<file path="src/rtl/handshake_pkg.sv">
// -----------------------------------------------------------------------------
// handshake_pkg
// Shared definitions for the round-robin merge buffer.
//   - idx_w()  : bits needed to index n items (at least 1).
//   - cnt_w()  : bits needed to hold a count 0..n.
//   - DEF_*    : default configuration of handshake_rr_buffer.
//   - SRC_W / CNT_W / fifo_entry_t : widths and entry layout for that
//     default configuration (used by code that talks to the default build).
// -----------------------------------------------------------------------------
package handshake_pkg;

    function automatic int idx_w(input int n);
        return (n > 1) ? $clog2(n) : 1;
    endfunction

    function automatic int cnt_w(input int n);
        return $clog2(n + 1);
    endfunction

    localparam int DEF_WIDTH   = 4;
    localparam int DEF_NUM_IN  = 3;
    localparam int DEF_DEPTH   = 2;
    localparam int DEF_STALL_W = 8;

    localparam int SRC_W = idx_w(DEF_NUM_IN);
    localparam int CNT_W = cnt_w(DEF_DEPTH);

    typedef struct packed {
        logic [SRC_W-1:0]     src;
        logic [DEF_WIDTH-1:0] data;
    } fifo_entry_t;

endpackage

</file>
<file path="src/rtl/rr_arbiter.sv">
// -----------------------------------------------------------------------------
// rr_arbiter
// Purely combinational round-robin pick: the first asserted request found
// when scanning cyclically upward from rr_ptr.
//   req       in  NUM_IN  request vector
//   rr_ptr    in  SRC     highest-priority channel this cycle (< NUM_IN)
//   grant_oh  out NUM_IN  one-hot grant (all zero when none)
//   grant_idx out SRC     index of granted channel (0 when none)
//   none      out 1       no request asserted
// -----------------------------------------------------------------------------
module rr_arbiter
    import handshake_pkg::*;
#(
    parameter int NUM_IN = DEF_NUM_IN
) (
    input  logic [NUM_IN-1:0]        req,
    input  logic [idx_w(NUM_IN)-1:0] rr_ptr,
    output logic [NUM_IN-1:0]        grant_oh,
    output logic [idx_w(NUM_IN)-1:0] grant_idx,
    output logic                     none
);

    localparam int SRC_BITS = idx_w(NUM_IN);

    logic [SRC_BITS:0]   cand;
    logic [SRC_BITS-1:0] idx;

    // NOTE: every output and temporary gets a default before the loop so no
    // path through the block leaves a value unassigned (which would infer a latch).
    always_comb begin
        grant_oh  = '0;
        grant_idx = '0;
        none      = 1'b1;
        cand      = '0;
        idx       = '0;
        for (int k = 0; k < NUM_IN; k++) begin
            // Wrap by compare-and-subtract so non-power-of-two NUM_IN never
            // produces an index past the last channel.
            cand = {1'b0, rr_ptr} + (SRC_BITS+1)'(k);
            if (cand >= (SRC_BITS+1)'(NUM_IN)) begin
                cand = cand - (SRC_BITS+1)'(NUM_IN);
            end
            idx = cand[SRC_BITS-1:0];
            if (none && req[idx]) begin
                grant_oh[idx] = 1'b1;
                grant_idx     = idx;
                none          = 1'b0;
            end
        end
    end

endmodule

</file>
<file path="src/rtl/handshake_rr_buffer.sv">
// -----------------------------------------------------------------------------
// handshake_rr_buffer
// Merges NUM_IN valid/ready channels into one through a round-robin arbiter
// and a DEPTH-entry registered FIFO. Outputs come only from flops/storage.
//   CLK, ASYNCRESET          clock (rising) and async active-high reset
//   handshake_arr_valid/ready per-channel upstream handshake
//   arr_data                 channel i at [i*WIDTH +: WIDTH]
//   handshake_valid/ready    merged downstream handshake
//   out_data, out_src        head entry data and originating channel
//   out                      |out_data
//   stall_cnt                saturating count of valid && !ready cycles
// -----------------------------------------------------------------------------
module handshake_rr_buffer
    import handshake_pkg::*;
#(
    parameter int WIDTH   = DEF_WIDTH,
    parameter int NUM_IN  = DEF_NUM_IN,
    parameter int DEPTH   = DEF_DEPTH,
    parameter int STALL_W = DEF_STALL_W
) (
    input  logic                     CLK,
    input  logic                     ASYNCRESET,
    input  logic [NUM_IN-1:0]        handshake_arr_valid,
    output logic [NUM_IN-1:0]        handshake_arr_ready,
    input  logic [NUM_IN*WIDTH-1:0]  arr_data,
    output logic                     handshake_valid,
    input  logic                     handshake_ready,
    output logic [WIDTH-1:0]         out_data,
    output logic [idx_w(NUM_IN)-1:0] out_src,
    output logic                     out,
    output logic [STALL_W-1:0]       stall_cnt
);

    localparam int SRC_BITS  = idx_w(NUM_IN);
    localparam int ADDR_BITS = idx_w(DEPTH);
    localparam int CNT_BITS  = cnt_w(DEPTH);

    typedef struct packed {
        logic [SRC_BITS-1:0] src;
        logic [WIDTH-1:0]    data;
    } entry_t;

    entry_t               mem_q [DEPTH];
    entry_t               mem_d [DEPTH];
    logic [ADDR_BITS-1:0] wr_ptr_q, wr_ptr_d;
    logic [ADDR_BITS-1:0] rd_ptr_q, rd_ptr_d;
    logic [CNT_BITS-1:0]  count_q, count_d;
    logic [SRC_BITS-1:0]  rr_ptr_q, rr_ptr_d;
    logic [STALL_W-1:0]   stall_q, stall_d;

    logic [NUM_IN-1:0]    grant_oh;
    logic [SRC_BITS-1:0]  grant_idx;
    logic                 none;
    logic                 space, push, pop;
    logic [WIDTH-1:0]     sel_data;

    rr_arbiter #(.NUM_IN(NUM_IN)) u_arb (
        .req       (handshake_arr_valid),
        .rr_ptr    (rr_ptr_q),
        .grant_oh  (grant_oh),
        .grant_idx (grant_idx),
        .none      (none)
    );

    // Space is judged on the registered count only, so a same-cycle pop never
    // opens a slot. Ready is also held low while reset is asserted.
    always_comb begin
        space               = (count_q < CNT_BITS'(DEPTH)) && !ASYNCRESET;
        handshake_arr_ready = (space && !none) ? grant_oh : '0;
        push                = space && !none;
        handshake_valid     = (count_q != '0);
        pop                 = handshake_valid && handshake_ready;

        sel_data = '0;
        for (int i = 0; i < NUM_IN; i++) begin
            if (grant_oh[i]) sel_data = sel_data | arr_data[i*WIDTH +: WIDTH];
        end
    end

    // NOTE: next-state logic uses blocking '=' (combinational); the state
    // register below uses non-blocking '<=' so all flops update together.
    always_comb begin
        mem_d    = mem_q;
        wr_ptr_d = wr_ptr_q;
        rd_ptr_d = rd_ptr_q;
        count_d  = count_q;
        rr_ptr_d = rr_ptr_q;
        stall_d  = stall_q;

        if (push) begin
            mem_d[wr_ptr_q] = '{src: grant_idx, data: sel_data};
            wr_ptr_d        = wr_ptr_q + ADDR_BITS'(1);
            rr_ptr_d        = (grant_idx == SRC_BITS'(NUM_IN - 1)) ? '0
                                                                   : grant_idx + SRC_BITS'(1);
        end
        if (pop) begin
            rd_ptr_d = rd_ptr_q + ADDR_BITS'(1);
        end

        case ({push, pop})
            2'b10:   count_d = count_q + CNT_BITS'(1);
            2'b01:   count_d = count_q - CNT_BITS'(1);
            default: count_d = count_q;
        endcase

        if (handshake_valid && !handshake_ready && (stall_q != '1)) begin
            stall_d = stall_q + STALL_W'(1);
        end
    end

    // NOTE: the storage array is reset too, so the head (and therefore
    // out_data/out) is guaranteed zero the moment reset asserts.
    always_ff @(posedge CLK or posedge ASYNCRESET) begin
        if (ASYNCRESET) begin
            for (int i = 0; i < DEPTH; i++) mem_q[i] <= '0;
            wr_ptr_q <= '0;
            rd_ptr_q <= '0;
            count_q  <= '0;
            rr_ptr_q <= '0;
            stall_q  <= '0;
        end else begin
            mem_q    <= mem_d;
            wr_ptr_q <= wr_ptr_d;
            rd_ptr_q <= rd_ptr_d;
            count_q  <= count_d;
            rr_ptr_q <= rr_ptr_d;
            stall_q  <= stall_d;
        end
    end

    assign out_data  = mem_q[rd_ptr_q].data;
    assign out_src   = mem_q[rd_ptr_q].src;
    assign out       = |out_data;
    assign stall_cnt = stall_q;

endmodule

</file>
<file path="config.mk">
export PLATFORM = sky130hd
export DESIGN_NAME = handshake_rr_buffer
export DESIGN_NICKNAME = d
export VERILOG_FILES = /design/src/rtl/handshake_pkg.sv /design/src/rtl/rr_arbiter.sv /design/src/rtl/handshake_rr_buffer.sv
export SDC_FILE = /design/constraint.sdc
export NUM_CORES = 1
export LEC_CHECK = 0
export ABC_CLOCK_PERIOD_IN_PS = 5800
export CAP_MARGIN = 0
export CELL_PAD_IN_SITES_DETAIL_PLACEMENT = 0
export CELL_PAD_IN_SITES_GLOBAL_PLACEMENT = 1
export CORE_MARGIN = 5
export CORE_UTILIZATION = 53
export DETAILED_ROUTE_END_ITERATION = 6
export DONT_BUFFER_PORTS = 1
export PLACE_DENSITY_LB_ADDON = 0.2
export SLEW_MARGIN = 30
export SYNTH_ARGS = -nofsm -noshare
export SYNTH_HDL_FRONTEND = slang
export SYNTH_SLANG_ARGS = --single-unit
export TNS_END_PERCENT = 5
</file>
<file path="constraint.sdc">
create_clock -name CLK -period 5.8 [get_ports CLK]
set_input_delay 1.16 -clock CLK [delete_from_list [all_inputs] [get_ports CLK]]
set_output_delay 1.16 -clock CLK [all_outputs]
set_load 0.01 [all_outputs]
</file>
* After elaboration in Yosys (flattened, before gate mapping)
Cells that the tools add are included.
** Word-level totals
- Register bits after elaboration :: 26
** Cells by class
- Reduce and logical (&&, ||, !) cells :: 17
- Bitwise gates (word level) :: 6
- Equality and inequality tests :: 4
- Muxes and demuxes :: 36
- Order comparisons :: 13
- $add $sub $neg :: 11
** Operator list (number)
- $mux 6 :: 4
- $mux 2 :: 7
- $bwmux 12 :: 1
- $mux 3 :: 4
- $mux 4 :: 3
- $logic_and 1x1->1 :: 11
- $lt 2x3->1 const B :: 3
- $mux 1 :: 9
- $add 8x1->8 const B :: 1
- $ne 8x8->1 const B :: 1
- $or 4x4->4 :: 2
- $bmux 1 s2 :: 3
- $demux 1 s2 :: 3
- $demux 6 s1 :: 1
- $ge 2x1->1 const B :: 3
- $ge 2x2->1 const B :: 3
- $ge 3x2->1 const B :: 2
- $or 3x3->3 :: 2
- $sub 2x2->2 const B :: 3
- $add 2x1->2 const B :: 2
- $eq 2x2->1 const B :: 2
- $not 1->2 :: 2
- $pmux 2 s2 :: 1
- $reduce_bool 2->1 :: 2
- other kinds (9) :: 12

* Logic depth before layout (Yosys ltp)
Gate-level depths: netlist of run 1.
- Depth in word-level cells :: 17
- Mapped depth :: 12
- Depth with buffers taken out :: 10

* Cells and area by module
Synthesis of run 1 repeated with hierarchy kept, for this count alone.
** Unflattened totals
- Cells, all modules :: 155
- Area total of the unflattened synthesis :: 1592.8 um^2
** Modules (own cells, without submodules)
- handshake_rr_buffer :: area an instance 1310.0 um^2, cells each 114, times used 1, sequential area each 650.6 um^2
- rr_arbiter :: area an instance 282.8 um^2, cells each 41, times used 1, sequential area each 0.0 um^2

* Worst setup path before layout of run 1
OpenSTA, ideal clock, no wires.
- Kind :: input -> output
- From :: input port handshake_arr_valid[2]
- To :: output port handshake_arr_ready[0]
- Setup slack :: 2.287 ns
- Stages on the path :: 6
- Data required time :: 4.640 ns
- Arrival :: 2.353 ns
- Cells stage by stage :: buf_4 mux2i_1 o22a_2 a211o_1 buf_6 a211oi_1
** On the way
- Cells in the longest elaborated chain, start to end :: 10
- Elaborated cells on any way between the ends :: 19
- Those cells by class :: mux: 13; bitwise: 2; reduce/logical: 4
** RTL lines
- start, declared :: line handshake_rr_buffer.sv:23 : input logic [NUM_IN-1:0] handshake_arr_valid,
- $bmux 1 s2 :: line rr_arbiter.sv:44 : if (none && req[idx]) begin
- $mux 1 (implied by the code) :: line rr_arbiter.sv:44
- $mux 1 :: line rr_arbiter.sv:44
- $logic_and 1x1->1 :: line rr_arbiter.sv:44
- $mux 1 :: line rr_arbiter.sv:44
- $logic_and 1x1->1 :: line rr_arbiter.sv:44
- $mux 1 :: line rr_arbiter.sv:44
- $logic_not 1->1 :: line handshake_rr_buffer.sv:69 : handshake_arr_ready = (space && !none) ? grant_oh : '0;
- $logic_and 1x1->1 :: line handshake_rr_buffer.sv:69
- $mux 3 * :: line handshake_rr_buffer.sv:69
- end, declared :: line handshake_rr_buffer.sv:24 : output logic [NUM_IN-1:0] handshake_arr_ready,
Mark *: on every way between the ends. The rest lies on a longest branch, timed or not. The select of a mux whose other input is x is not followed.

* Worst setup path in the final report of run 1
- From :: register rr_ptr_q[0]
- To :: output port handshake_arr_ready[0]
** On the way
- Cells in the longest elaborated chain, start to end :: 12
- Elaborated cells on any way between the ends :: 45
- Those cells by class :: add/sub: 5; order compare: 9; mux: 22; bitwise: 2; reduce/logical: 7
** RTL lines
- start, declared :: line handshake_rr_buffer.sv:48 : logic [SRC_BITS-1:0] rr_ptr_q, rr_ptr_d;
- start signal, assigned :: line handshake_rr_buffer.sv:126 : rr_ptr_q <= rr_ptr_d;
- $add 2x1->3, or another cell as far along :: line rr_arbiter.sv:39 : cand = {1'b0, rr_ptr} + (SRC_BITS+1)'(k);
- $ge 3x2->1, or another cell as far along :: line rr_arbiter.sv:40 : if (cand >= (SRC_BITS+1)'(NUM_IN)) begin
- $mux 2, or another cell as far along :: line rr_arbiter.sv:40
- $lt 2x3->1 (implied by the code), or another cell as far along :: line rr_arbiter.sv:45 : grant_oh[idx] = 1'b1;
- $logic_and 1x1->1 (implied by the code), or another cell as far along :: line rr_arbiter.sv:45
- $mux 1 (implied by the code), or another cell as far along :: line rr_arbiter.sv:45
- $demux 1 s2, or another cell as far along
- $or 3x3->3 (no source line) or $logic_and 1x1->1 (tied branches)
- $mux 3 or $mux 1 (tied branches) :: line rr_arbiter.sv:44
- $or 3x3->3 (no source line) or $logic_not 1->1 (tied branches)
- $mux 3 or $logic_and 1x1->1 (tied branches) :: line rr_arbiter.sv:44, handshake_rr_buffer.sv:69
- $mux 3 * :: line handshake_rr_buffer.sv:69
Marked as above.

==> results.yml, run 1 <==
status:
  status: "finished clean"
timing:
  finalSetupViolCount: 0
  max_slew_margin_pct: 61.4
  rsz0062_at_grt: "false"
  skew_ns: 0.00288
  post-route-period-util_pct: 63.5
  holdWs_ns: 0.528
  fin_tns_setup_ns: 0
  tightestPinTransition_ns: 0.579
  slew_violations: 0
  timing.final.crit_period_ns: 3.69
  max_freq_ghz: 0.271
  hold_violations: 0
hold_path:
  hold_start: "mem_q[10]"
  hp-class: "reg2reg"
  holdPathStages: 1
  min_to: "mem_q[10]"
cts:
  clk_latency_ns: 0.31
  cts_max_path_buffers: 2
  cts.sinks: 26
  cts_htree_levels: 1
  post-cts-setup-buffers: 0
  path_clk_slew_ns: 0.13
  cts_resized: 0
  cts_tree: "built"
  cts_buffers: 3
  ctsRootBufferMaster: "clkbuf_4"
  postCtsHoldBufs: 0
setup_path:
  cp.arrival_ns: 2.53
  rr_worst_depth: 9
  worstPathMaxFanout: 10
  cpLargestDelayFamily: "compound AO/OA/AOI/OAI gates"
  slowest_stage: "a211o_1"
  rr_endpoint: "count_q[1]"
  crit_chain: "inv_1, ha_1, mux2i_1, o22a_2, a211o_1, a211oi_1"
  crit_type: "reg2out"
  reg2reg_slack_ns: 3.16
  slowest_delay_ns: 0.49
  required_ns: 4.64
  crit_cells: 6
  regToRegStartpoint: "rr_ptr_q[0]"
  critPathLaunchType: "register"
  crit_buf_inv: 1
  end_kind: "output port"
power:
  p_switching_uw: 443
  ir_worst_vdd_mv: 0.224
  p_per_area_mw_per_mm2: 588
  switching_share_pct: 43.6
  p_leak_uw: 0.000778
  seq_power_share_pct: 34.9
  p_clk_share_pct: 8.8
  p_int_uw: 573
  comb_power_share_pct: 56.3
grt:
  antenna_found_initial: 0
  grt.total_usage_pct: 16.9
  grt_pass1_vias: 1154
  grt_pass1_wl_um: 5620
  grt_start_max_net_pins: 27
  globalRoute.totalOverflow: 0
floorplan:
  fp.dieH_um: 66.5
  initial_core_util_pct: 55.4
  rows: 20
  die_x_um: 66.5
  die_area_mm2: 0.00442
  io_pins: 37
  coreArea_mm2: 0.00305
layout:
  drive_gt1_share_pct: 21.6
  n_antenna_cell: 0
  fill_cells: 283
  final_area_mm2: 0.00173
  syn_to_final_growth_pct: 2.15
  fin_nets: 173
yosys:
  ys.flop_type: "dfrtp_1"
  synth_nets: 175
  ys_seq_area_share_pct: 38.5
  syn_area_mm2: 0.00169
  synthArstFlopShare_pct: 100
  synth-seq-cells: 26
  synth_edf_count: 0
  yosysWarnings: 0
  synth.avg_cell_area_um2: 11.2
  netlist_instances: 151
  synth_cell_types: 43
route:
  viasPerCell: 6.01
  drt_iter0_markers: 33
  dr.pass1.iters: 4
  routed_wl_um: 3410
  wl_per_cell_um: 17.8
  via_count: 1153
  ant_nets: 0
  drc_errors: 0
placement:
  hpwl_um: 2630
  placed_area_mm2: 0.00169
  globalplace.congestion: 0.866
  io_buffer_count: 0
flow_run:
  drv_cap: 0
[placed cells by master (no fill, tap or decap), types with 2 or more instances in the layout]
master	count
o31ai_1	4
mux2_2	8
nand3_1	3
nand2b_1	3
nor2_8	2
mux2_4	12
and2_1	3
mux2i_1	3
nand2_1	8
inv_1	7
xnor2_1	8
nor2b_1	2
a21oi_1	8
o21ai_0	6
ha_1	6
clkbuf_4	3
dfrtp_1	26
a211o_1	2
a221o_1	5
nor2_1	4
xor2_1	4
[through the flow]
step	total power [uW]	cells	worst slack [ns]	utilization [%]
after floorplan	842	151	2.29	-
after global placement	906	188	2.14	55.4
after detailed placement	929	188	2.12	55.4
after CTS	1020	192	2.08	56.6
after global routing	1100	192	1.87	56.6
final	1020	192	2.11	56.6
[flip-flops by register name (all words and copies together) (netlist names)]
signal	flops
count_q	2
mem_q	12
rd_ptr_q	1
rr_ptr_q	2
stall_cnt	8
wr_ptr_q	1
[worst max path at each step]
| stage | start | endpoint | slack, ns |
|---|---|---|---|
| floorplan | handshake_arr_valid[2] | handshake_arr_ready[0] | 2.29 |
| global placement | handshake_arr_valid[1] | handshake_arr_ready[1] | 2.14 |
| detailed placement | handshake_arr_valid[1] | handshake_arr_ready[1] | 2.12 |
| CTS | rr_ptr_q[0] | handshake_arr_ready[0] | 2.08 |
| global route | rr_ptr_q[1] | handshake_arr_ready[1] | 1.87 |
| finish | rr_ptr_q[0] | handshake_arr_ready[0] | 2.11 |
[kinds of logic (layout without fill, tap and decap cells)]
group                      after synthesis  after routing  synth area share, %
AOI/OAI and AO/OA                       36             36                 15.9
and+or+nand+nor                         33             33                 12.1
DFF                                     26             26                 38.5
muxes                                   23             23                 17.8
buffers and inverters                   15             12                 5.03
xor gates and xnor gates                12             12                 6.22
adders and majority gates                6              6                 4.44
[cells in the mapped netlist, types with 2 or more instances]
library cell,n,area [um^2]
ha_1,6,75.1
a221o_1,5,50.1
mux2i_1,3,30.0
a211o_1,2,17.5
buf_6,3,33.8
xnor2_1,8,70.1
and2_1,3,18.8
nor2_8,2,40.0
nor2_1,4,15.0
nand3_1,3,15.0
nand2b_1,3,18.8
o21ai_0,6,30.0
dfrtp_1,26,651
o31ai_1,4,30.0
xor2_1,4,35.0
nand2_1,8,30.0
a21oi_1,8,40.0
mux2_2,8,90.1
inv_1,8,30.0
nor2b_1,2,12.5
mux2_4,12,180
buf_2,2,10.0
[power groups by stage]
stage | Clock (uW) | Combinational, uW | Sequential [uW]
2_1_floorplan | 0 | 513 | 329
5_1_grt | 101 | 632 | 368
4_1_cts | 92.9 | 574 | 356
3_5_place_dp | 0 | 571 | 358
3_3_place_gp | 0 | 552 | 354
6_report | 89.1 | 572 | 355
[per-layer routing]
metal / wire length [um] / up-vias / share of wire [%] / track usage [%]
met1: 1480 / 572 / 44 / 21.3
met3: 159 / 8 / 4.7 / 4.05
met2: 1680 / 28 / 49 / 26.3
li1: - / 545 / - / -
met4: 89 / 0 / 2.6 / 9.14
met5: 0 / - / 0 / 0
[final cells by class]
class / instances / area, um^2 / share of cell area, %
multi-input combinational: 110 / 955 / 55.3
sequential: 26 / 651 / 37.7
tap: 44 / 55.1 / 3.19
clock buffer: 4 / 36.3 / 2.10
inverter: 8 / 30.0 / 1.74
Power figures use the tool's default switching activity.
==> run 2: changes to the inputs <==
--- a/config.mk
+++ b/config.mk
@@ -5,12 +5,12 @@
 export SDC_FILE = /design/constraint.sdc
 export NUM_CORES = 1
 export LEC_CHECK = 0
-export ABC_CLOCK_PERIOD_IN_PS = 5800
+export ABC_CLOCK_PERIOD_IN_PS = 3800
 export CAP_MARGIN = 0
 export CELL_PAD_IN_SITES_DETAIL_PLACEMENT = 0
 export CELL_PAD_IN_SITES_GLOBAL_PLACEMENT = 1
 export CORE_MARGIN = 5
-export CORE_UTILIZATION = 53
+export CORE_UTILIZATION = 49
 export DETAILED_ROUTE_END_ITERATION = 6
 export DONT_BUFFER_PORTS = 1
 export PLACE_DENSITY_LB_ADDON = 0.2
==> constraint.sdc (replaced) <==
create_clock -name CLK -period 3.8 [get_ports CLK]
set_input_delay 0.76 -clock CLK [delete_from_list [all_inputs] [get_ports CLK]]
set_output_delay 0.76 -clock CLK [all_outputs]
set_load 0.01 [all_outputs]
==> results.yml, run 2 (synthesis results as in run 1) <==
status:
  status: "finished clean"
floorplan:
  fp.dieH_um: 68.7
  io_pins: 37
  coreArea_mm2: 0.00334
  die_x_um: 68.7
  die_area_mm2: 0.00472
  initial_core_util_pct: 50.7
  rows: 21
timing:
  hold_violations: 0
  max_slew_margin_pct: 60.1
  max_freq_ghz: 0.300
  tightestPinTransition_ns: 0.598
  fin_tns_setup_ns: 0
  slew_violations: 0
  skew_ns: 0.00166
  timing.final.crit_period_ns: 3.34
  finalSetupViolCount: 0
  post-route-period-util_pct: 87.8
  rsz0062_at_grt: "false"
cts:
  post-cts-setup-buffers: 0
  cts_tree: "built"
  postCtsHoldBufs: 0
  ctsRootBufferMaster: "clkbuf_4"
  cts_htree_levels: 1
  cts.sinks: 26
  cts_buffers: 3
  clk_latency_ns: 0.31
  cts_resized: 0
  cts_max_path_buffers: 2
  path_clk_slew_ns: 0.13
route:
  drc_errors: 0
  via_count: 1142
  dr.pass1.iters: 6
  drt_iter0_markers: 25
  ant_nets: 0
  wl_per_cell_um: 17.0
  viasPerCell: 5.92
  routed_wl_um: 3280
grt:
  grt_pass1_vias: 1108
  grt_pass1_wl_um: 5310
  grt.total_usage_pct: 15.1
  globalRoute.totalOverflow: 0
  antenna_found_initial: 0
  grt_start_max_net_pins: 27
placement:
  io_buffer_count: 0
  placed_area_mm2: 0.00169
  hpwl_um: 2530
  globalplace.congestion: 0.908
hold_path:
  hp-class: "in2async"
setup_path:
  end_kind: "output port"
  critPathLaunchType: "register"
  required_ns: 3.04
  crit_type: "reg2out"
  worstPathMaxFanout: 10
  cp.arrival_ns: 2.58
power:
  p_leak_uw: 0.000771
  p_per_area_mw_per_mm2: 881
  ir_worst_vdd_mv: 0.470
layout:
  final_area_mm2: 0.00172
  syn_to_final_growth_pct: 1.48
  largest_reg_flops: 12
  fin_nets: 173
  drive_gt1_share_pct: 21.1
  layout_common_cells: "26 x dfrtp_1, 12 x mux2_4"
  final_common_cell: "dfrtp_1"
  n_antenna_cell: 0
  regMostFlops: "mem_q"
flow_run:
  drv_cap: 0
-- run 2: cell types whose count changed in the layout (fill, tap and decap cells not counted), sizes merged --
cell    before  now
clkbuf       4    3
-- run 2: final timing paths --
| kind | from | end | slack, ns | cells after the start |
|---|---|---|---|---|
| min | ASYNCRESET | count_q[1] | 0.35 | 1 |
| max in group asynchronous | ASYNCRESET | stall_cnt[7] | 3.10 | 1 |
| max reg2reg | rr_ptr_q[0] | count_q[1] | 1.12 | 9 |
| min in group CLK | mem_q[4] | mem_q[4] | 0.53 | 1 |
| max | rr_ptr_q[0] | handshake_arr_ready[0] | 0.46 | 7 |
| min reg2reg | mem_q[4] | mem_q[4] | 0.53 | 1 |
-- run 2: routing by layer --
metal	vias up	routed length (um)	GRT usage, %
met5	-	0	0
met1	558	1600	22.7
met3	2	220	4.70
met2	42	1450	21.9
li1	540	-	-
met4	0	8	1.46
-- run 2: layout make-up --
class,count,area (um^2)
clock buffers,3,22.5
flip-flops and latches,26,651
fillers,326,1620
well taps,46,57.6
inverters,8,30.0
multi-input cells,110,955
-- run 2: per-stage QoR --
step	total power (uW)	hold WS, ns	instances	setup WS (ns)	utilization, %
after floorplan	1280	0.476	151	1.09	-
after global routing	1630	0.389	193	0.267	51.4
after global placement	1390	0.490	190	0.841	50.7
after detailed placement	1410	0.494	190	0.817	50.7
final	1510	0.349	193	0.463	51.4
after CTS	1520	0.531	193	0.452	51.4
-- run 2: worst max-delay path, cell delays in order (launching register included) --
cell and delay [ns]:
dfrtp_1 0.45, inv_1 0.09, ha_1 0.34, and2_1 0.21, a221o_1 0.11, o21ai_1 0.06, a211o_1 0.54, a211oi_1 0.45
-- run 2: power breakdown --
part	switching (uW)	internal (uW)	leakage, uW	total [uW]
clock	73.6	37.1	0.0000138	111
sequential	140	401	0.000326	540
combinational	447	414	0.000432	861
total	660	852	0.000771	1510
